## src/rtl/tomasulo_rob.sv

```systemverilog
// Reorder buffer: in-order allocation, CDB result capture, operand lookup with
// same-cycle forwarding, in-order single retire and a full flush on a mispredicted branch.
module tomasulo_rob #(
   parameter int DEPTH  = 8,
   parameter int TAG_W  = 3,
   parameter int DATA_W = 16,
   parameter int REG_W  = 4
) (
   input  logic              clk1,
   input  logic              rst_n,
   input  logic              alloc_valid,
   output logic              alloc_ready,
   input  logic [3:0]        alloc_func,
   input  logic [REG_W-1:0]  alloc_rd,
   output logic [TAG_W-1:0]  alloc_tag,
   input  logic              cdb_valid,
   input  logic [TAG_W-1:0]  cdb_tag,
   input  logic [DATA_W-1:0] cdb_value,
   input  logic              cdb_mispredict,
   input  logic [TAG_W-1:0]  qa_tag,
   input  logic [TAG_W-1:0]  qb_tag,
   output logic              qa_ready,
   output logic              qb_ready,
   output logic [DATA_W-1:0] qa_value,
   output logic [DATA_W-1:0] qb_value,
   output logic              commit_valid,
   output logic [TAG_W-1:0]  commit_tag,
   output logic [REG_W-1:0]  commit_rd,
   output logic [DATA_W-1:0] commit_value,
   output logic              commit_wen,
   output logic              commit_store,
   output logic              flush,
   output logic [TAG_W:0]    count,
   output logic              empty,
   output logic              full
);

   localparam logic [3:0] F_LOAD  = 4'b0100;
   localparam logic [3:0] F_STORE = 4'b0101;
   localparam logic [3:0] F_BEQ   = 4'b0110;
   localparam logic [3:0] F_BNEQ  = 4'b0111;

   logic [DEPTH-1:0]  e_valid;
   logic [DEPTH-1:0]  e_done;
   logic [DEPTH-1:0]  e_misp;
   logic [3:0]        e_func  [DEPTH];
   logic [REG_W-1:0]  e_rd    [DEPTH];
   logic [DATA_W-1:0] e_value [DEPTH];

   logic [TAG_W-1:0] head;
   logic [TAG_W-1:0] tail;

   logic commit_now;
   logic flush_now;
   logic alloc_fire;

   // Handshake: a transfer happens on the rising edge where alloc_valid && alloc_ready;
   // alloc_ready never depends on alloc_valid, and alloc_tag is the tag of that transfer.
   assign commit_now  = e_valid[head] && e_done[head];
   assign flush_now   = commit_now && e_misp[head] &&
                        (e_func[head] == F_BEQ || e_func[head] == F_BNEQ);
   assign empty       = (count == '0);
   assign full        = (count == (TAG_W+1)'(DEPTH));
   assign alloc_ready = !full && !flush_now;
   assign alloc_fire  = alloc_valid && alloc_ready;
   assign alloc_tag   = tail;

   // A broadcast in flight for a live entry takes precedence over stored state.
   function automatic logic [DATA_W:0] lookup(input logic [TAG_W-1:0] t);
      logic [DATA_W:0] r;
      r = '0;
      if (cdb_valid && cdb_tag == t && e_valid[t])
         r = {1'b1, cdb_value};
      else if (e_valid[t] && e_done[t])
         r = {1'b1, e_value[t]};
      return r;
   endfunction

   always_comb begin
      {qa_ready, qa_value} = lookup(qa_tag);
      {qb_ready, qb_value} = lookup(qb_tag);
   end

   always_ff @(posedge clk1 or negedge rst_n) begin
      if (!rst_n) begin
         e_valid      <= '0;
         e_done       <= '0;
         e_misp       <= '0;
         for (int i = 0; i < DEPTH; i++) begin
            e_func[i]  <= '0;
            e_rd[i]    <= '0;
            e_value[i] <= '0;
         end
         head         <= '0;
         tail         <= '0;
         count        <= '0;
         commit_valid <= 1'b0;
         commit_tag   <= '0;
         commit_rd    <= '0;
         commit_value <= '0;
         commit_wen   <= 1'b0;
         commit_store <= 1'b0;
         flush        <= 1'b0;
      end else begin
         commit_valid <= 1'b0;
         flush        <= 1'b0;
         if (commit_now) begin
            commit_valid <= 1'b1;
            commit_tag   <= head;
            commit_rd    <= e_rd[head];
            commit_value <= e_value[head];
            commit_wen   <= (e_func[head] <= F_LOAD);
            commit_store <= (e_func[head] == F_STORE);
         end
         if (flush_now) begin
            // Everything younger than the branch is wrong-path work.
            e_valid <= '0;
            e_done  <= '0;
            head    <= '0;
            tail    <= '0;
            count   <= '0;
            flush   <= 1'b1;
         end else begin
            if (cdb_valid && e_valid[cdb_tag]) begin
               e_done[cdb_tag]  <= 1'b1;
               e_value[cdb_tag] <= cdb_value;
               e_misp[cdb_tag]  <= cdb_mispredict;
            end
            if (alloc_fire) begin
               e_valid[tail] <= 1'b1;
               e_done[tail]  <= 1'b0;
               e_misp[tail]  <= 1'b0;
               e_func[tail]  <= alloc_func;
               e_rd[tail]    <= alloc_rd;
               tail          <= tail + 1'b1;
            end
            if (commit_now) begin
               e_valid[head] <= 1'b0;
               head          <= head + 1'b1;
            end
            case ({alloc_fire, commit_now})
               2'b10:   count <= count + 1'b1;
               2'b01:   count <= count - 1'b1;
               default: count <= count;
            endcase
         end
      end
   end

endmodule

```

## config.mk

```make
export PLATFORM = sky130hd
export DESIGN_NAME = tomasulo_rob
export DESIGN_NICKNAME = d
export VERILOG_FILES = /design/src/rtl/tomasulo_rob.sv
export SDC_FILE = /design/constraint.sdc
export NUM_CORES = 1
export LEC_CHECK = 0
export ABC_CLOCK_PERIOD_IN_PS = 4300
export CAP_MARGIN = 20
export CORE_ASPECT_RATIO = 1.1
export CORE_UTILIZATION = 37
export CTS_CLUSTER_SIZE = 12
export DETAILED_ROUTE_END_ITERATION = 16
export MAX_ROUTING_LAYER = met4
export PLACE_DENSITY = 0.62
export SKIP_CTS_REPAIR_TIMING = 1
export SLEW_MARGIN = 20
export SYNTH_ARGS = -nofsm -noshare
export SYNTH_HDL_FRONTEND = slang
export SYNTH_SLANG_ARGS = --single-unit
```

## constraint.sdc

```tcl
create_clock -name clk1 -period 4.3 [get_ports clk1]
set_input_delay 0.43 -clock clk1 [delete_from_list [all_inputs] [get_ports clk1]]
set_output_delay 0.43 -clock clk1 [all_outputs]
set_load 0.02 [all_outputs]
```

---- After elaboration in Yosys (flattened, before gate mapping) ----
Cells that the tools add are included.
operators by class
  add/subtract/negate cells ............... 4
  multiply operators ...................... 0
  divide/modulo/power cells ............... 0
  magnitude comparators ................... 16
  eq/ne operators ......................... 8
  shifts and indexed selects .............. 0
  mux-type cells .......................... 68
  bitwise operators ....................... 13
  reduce and logical (&&, ||, !) cells .... 26
operator list
  kind                                                                count
  binary-select mux 16 bit (select 3 bit)                             3
  bitwise mux 128 bit                                                 1
  two-way mux 16 bit                                                  7
  two-way mux 8 bit                                                   11
  two-way mux 17 bit                                                  4
  bitwise mux 32 bit                                                  2
  demux 16 bit (select 3 bit)                                         1
  bitwise AND 8 bit                                                   3
  binary-select mux 1 bit (select 3 bit)                              8
  binary-select mux 4 bit (select 3 bit)                              2
  two-way mux 4 bit                                                   6
  greater-or-equal comparator 4 bit (second input constant)           5
  less-than comparator 3 x 4 -> 1 bit (second input constant)         5
  inverter 3 -> 4 bit                                                 5
  logical AND 1 bit                                                   17
  inverter 8 bit                                                      2
  OR 8 bit                                                            2
  two-way mux 1 bit                                                   13
  demux 4 bit (select 3 bit)                                          1
  equality test 4 x 3 -> 1 bit (second input constant)                3
  two-way mux 3 bit                                                   4
  demux 1 bit (select 3 bit)                                          3
  greater-or-equal comparator 3 x 1 -> 1 bit (second input constant)  3
  bitwise mux 8 bit                                                   1
  other kinds (17)                                                    23
word-level totals
  register bits after elaboration ......... 253
  latch bits .............................. 0
  memory bits (writable) .................. 0
  bits in read-only memories .............. 0
  input port bits ......................... 38
  output and inout bits ................... 71
  memories kept ........................... 0

---- Longest topological paths before layout ----
  depth after elaboration ................. 15
  gate-level depth with buffers ........... 14

---- Least setup slack after synthesis ----
Ideal clock, no wire load.
  path type ............................... flip-flop to flip-flop
  from .................................... reg count[1]
  to ...................................... reg count[3]
  setup time .............................. 0.135 ns
  arrival time ............................ 3.042 ns
  data required time ...................... 4.165 ns
  path slack .............................. 1.123 ns
  cell stages (with the launch flop) ...... 11
  period minus slack after synthesis ...... 3.177 ns
  cells stage by stage .................... dfrtp_1 > clkbuf_1 > nor4b_1 > nor2b_1 > clkbuf_1 > a21oi_1 > ha_1 > a31oi_1 > nor2_1 > a221oi_1 > a21oi_1
on the way
  word-level cells in the longest chain between the ends .. 7
RTL lines
  item                                                                 line  RTL
  from (decl)                                                          33    output logic [TAG_W:0] count,
  from (signal assigned)                                               142   2'b10: count <= count + 1'b1;
  from (signal assigned)                                               143   2'b01: count <= count - 1'b1;
  from (signal assigned)                                               144   default: count <= count;
  equality test 4 bit (*)                                              63    assign full = (count == (TAG_W+1)'(DEPTH));
  net full                                                             35    output logic full
  logical NOT 1 bit (*)                                                64    assign alloc_ready = !full && !flush_now;
  logical AND 1 bit (*)                                                64
  logical AND 1 bit (*)                                                65    assign alloc_fire = alloc_valid && alloc_ready;
  equality test 2 x 1 -> 1 bit or equality test 2 bit (tied branches)  141   case ({alloc_fire, commit_now})
  case mux 4 bit (2 select lines)                                      141
  two-way mux 4 bit                                                    115   if (flush_now) begin
Mark *: on every way through the listed nets, which the timed path passes. The rest lies on a longest branch.
A chain may end at the register's enable or synchronous reset.

---- Final worst setup path ----
  from .................................... reg head[0]
  to ...................................... out alloc_ready
on the way
  word-level cells in the longest chain between the ends .. 9
RTL lines
  item                                                   line  RTL
  from (decl)                                            50    logic [TAG_W-1:0] head;
  from (signal assigned)                                 139   head <= head + 1'b1;
  inverter 3 -> 4 bit (implied by the code)              61    (e_func[head] == F_BEQ || e_func[head] == F_BNEQ);
  binary-select mux 4 bit (select 3 bit)                 61
  two-way mux 4 bit (implied by the code) (2 in series)  61
  equality test 4 x 3 -> 1 bit                           61
  logical OR 1 bit                                       61
  logical AND 1 bit (*)                                  60    assign flush_now = commit_now && e_misp[head] &&
  net flush_now                                          54    logic flush_now;
  logical NOT 1 bit (*)                                  64
  logical AND 1 bit (*)                                  64
  to (decl)                                              12    output logic alloc_ready,
Mark *: on every way through the listed nets, which the timed path passes. The rest lies on a longest branch. The select of a mux whose other input is x is not followed.

==> impl_metrics.toml <==
[sta]
setup_viol = 0
relSlewSlack_pct = 44.38
slew_violations = 0
worstMarginPinSlew_ns = 0.8317
fin_skew_ns = 0.01450
fin_crit_sh_pct = 93.71
hold_violations = 0
timing.final.crit_period_ns = 4.030
rsz0062_at_grt = "false"
tns_ns = 0
fmax_ghz = 0.2482

[final_layout]
fillers = 3378
drive_above_1_share_pct = 35.90
nets = 1176
design_area_um2 = 16670
final_cells = 1651
utilization_pct = 44.68
area_growth_pct = 18.50

[setup_path]
critPathSlowestCell = "dfrtp_4"
path_cells = "mux4_2 -> mux2i_1 -> a2111oi_4 -> buf_4 -> nand2_1 -> clkinv_1 -> nor2_1 -> clkdlybuf4s50_1"
reg2reg_slack_ns = 0.93
worstSetupPathType = "reg -> out"
start_kind = "flip-flop"
crit_arrival_ns = 3.60
cp_max_fo = 22
required_ns = 3.87
setup.worst_path.end_class = "output port"
critical-path-max-stage-delay_ns = 0.68

[synthesis]
synthXorXnorAreaFrac_pct = 0.7471
synth_mux_area_share_pct = 38.82
synth-compound-area-share_pct = 6.271
ys_types = 50
synthAdderAreaFrac_pct = 0.3558
seq_area_frac_synth_pct = 45.01
syn_avg_cell_area_um2 = 13.53
synth_edf_count = 0
yosys.area_share.simple_pct = 5.488
synth_top_family_by_area = "multiplexers"
syn_inst = 1040
yosys_warnings = 0
synth-seq-cells = 253
ys.flop_type = "dfrtp_1"
syn-num-nets = 1082
syn-cell-area_um2 = 14070
postSynth.asyncResetShare_pct = 100.0

[clock_tree]
cts_sinks = 253
clkTransAtPathRegs_ns = 0.06
cts_tree = "yes"
cts_max_level = 1
clock_latency_ns = 0.55
cts-root-buf = "clkbuf_16"
cts-buffers-inserted = 29
clk_path_buf_depth = 3

[run]
cap_violations = 0

[drt]
drcViolationCount = 0
wl_per_cell_um = 23.03
routed_wl_mm = 38.02
vias = 9360
antenna_left = 0
viasPerCell = 5.669
dr.pass1.iters = 4
drt_iter0_markers = 630

[pwr]
cellLeakagePower_nw = 6.762
p_sw_share_pct = 36.42
power_frac_clock_pct = 18.8
switching_power_mw = 4.608
power_frac_seq_pct = 36.6
ir_drop_v = 0.0003396
p_int_mw = 8.044
total_power_mw = 12.65
power_density_nw_per_um2 = 759.0
p_comb_share_pct = 44.6

[placement]
place_area_um2 = 15730
dp_cells = 1596
io_buffers = 108
gp_congestion = 0.8074
hpwl_mm = 23.89

[global_routing]
grt_pass1_vias = 9742
grt_pass1_wl_mm = 59.91
grt_max_degree = 100
grt-ovfl-total = 0
grt_use_total_pct = 20.74
grt_antenna_before_repair = 1

[die]
dieArea_um2 = 38800
design.core.area_um2 = 37310
start_util_pct = 37.70
pin_count = 109
die_h_um = 206.5
fp.dieW_um = 187.9
row_count = 74

[outcome]
outcome = "complete, no violations"

[hold_path]
hold_path.class = "in -> async"
-- Yosys cell counts, types with 2 or more instances --
| library cell | instances | area (µm²) |
|---|---|---|
| a211oi_4 | 2 | 40.04 |
| a21o_1 | 3 | 22.52 |
| a21oi_1 | 14 | 70.07 |
| a2bb2oi_1 | 2 | 17.52 |
| a31oi_1 | 23 | 143.9 |
| buf_1 | 18 | 67.56 |
| buf_2 | 19 | 95.09 |
| buf_4 | 3 | 22.52 |
| buf_6 | 8 | 90.09 |
| clkbuf_1 | 46 | 172.7 |
| clkinv_1 | 3 | 11.26 |
| dfrtp_1 | 253 | 6331 |
| ha_1 | 4 | 50.05 |
| inv_1 | 2 | 7.510 |
| mux2_1 | 20 | 225.2 |
| mux2_2 | 172 | 1937 |
| mux2i_1 | 49 | 490.5 |
| mux4_2 | 124 | 2793 |
| nand2_1 | 111 | 416.7 |
| nand2b_1 | 6 | 37.54 |
| nand3_1 | 5 | 25.02 |
| nand4_1 | 2 | 12.51 |
| nor2_1 | 49 | 183.9 |
| nor2b_1 | 3 | 18.77 |
| nor3_1 | 10 | 50.05 |
| o2111ai_4 | 2 | 52.55 |
| o211ai_4 | 3 | 63.81 |
| o21a_1 | 6 | 45.04 |
| o21ai_0 | 42 | 210.2 |
| o22a_1 | 6 | 52.55 |
| xnor2_1 | 8 | 70.07 |
| xor2_1 | 4 | 35.03 |
-- metrics by stage --
stage,hold WS [ns],setup slack [ns]
final,0.4689,0.2705
after global routing,0.4973,0.07309
after CTS,-0.1166,0.2056
after detailed placement,0.4596,0.6205
after global placement,0.4579,0.6604
after floorplan,0.1344,1.123
-- per-layer routing --
layer | track usage [%] | part of all wire, % | vias up
met5 | - | 0 | -
met4 | 5.836 | 2.9 | 0
met3 | 2.547 | 4.2 | 69
met2 | 34.59 | 50 | 240
met1 | 26.71 | 43 | 4946
li1 | - | - | 4105
-- power by group through the flow --
stage	Combinational [mW]	Clock, mW	Sequential (mW)
2_1_floorplan	4.05	0	4.38
3_3_place_gp	5.56	0	4.60
3_5_place_dp	5.67	0	4.66
4_1_cts	5.68	2.44	4.63
5_1_grt	6.08	2.53	4.82
6_report	5.64	2.38	4.63
-- placed cells by master, fill, tap and decap left out, types with 20 or more instances in the layout --
| master | instances |
|---|---|
| nor2_1 | 49 |
| nand2_1 | 111 |
| clkdlybuf4s50_1 | 103 |
| mux2_1 | 20 |
| a31oi_1 | 23 |
| dfrtp_1 | 250 |
| mux2_2 | 172 |
| mux4_2 | 124 |
| clkbuf_16 | 29 |
| buf_4 | 44 |
| mux2i_1 | 49 |
| o21ai_0 | 42 |
-- sequential cells by signal, indices dropped and copies added (netlist names) --
| signal | cells |
|---|---|
| e_value | 128 |
| e_func | 32 |
| e_rd | 32 |
| commit_value | 16 |
| e_done | 8 |
| e_misp | 8 |
| e_valid | 8 |
| commit_rd | 4 |
| count | 4 |
| alloc_tag | 3 |
| commit_tag | 3 |
| head | 3 |
| commit_store | 1 |
| commit_valid | 1 |
| commit_wen | 1 |
| flush | 1 |
-- critical path, delay by kind of cell (launching register included) --
| family | cells | cell delay, ns |
|---|---|---|
| AOI/OAI and AO/OA | 1 | 0.06 |
| buffers and inverters | 3 | 0.95 |
| DFF | 1 | 0.68 |
| muxes | 2 | 0.95 |
| and+or+nand+nor | 2 | 0.40 |
-- area by class of cell --
type	count	area, µm²	share of cell area (%)
multi-input cells	688	7279	43.67
flip-flops and latches	253	6337	38.02
repair buffers	157	1486	8.917
clock buffers	44	872.1	5.232
well taps	494	618.1	3.708
clock inverters	9	55.05	0.3303
inverters	5	18.77	0.1126
diodes	1	2.502	0.01501
-- worst paths after layout --
kind                                     startpoint                       end  depth (start not counted)
setup / recovery                head[0]$_DFFE_PN0P_               alloc_ready                          8
hold / removal                                rst_n           flush$_DFF_PN0_                          2
setup reg to reg                head[1]$_DFFE_PN0P_      count[3]$_DFFE_PN0P_                         11
hold reg to reg            commit_store$_DFFE_PN0N_  commit_store$_DFFE_PN0N_                          2
max in group asynchronous                     rst_n    e_func[27]$_DFFE_PN0P_                          3
min in group clk1          commit_store$_DFFE_PN0N_  commit_store$_DFFE_PN0N_                          2
-- kinds of logic after synthesis --
| family | Yosys count |
|---|---|
| mux | 366 |
| flops | 253 |
| simple gates | 190 |
| compound gates | 116 |
| buf+inv | 99 |
| xor+xnor | 12 |
| fa+ha+maj | 4 |
Power figures use the tool's default switching activity.
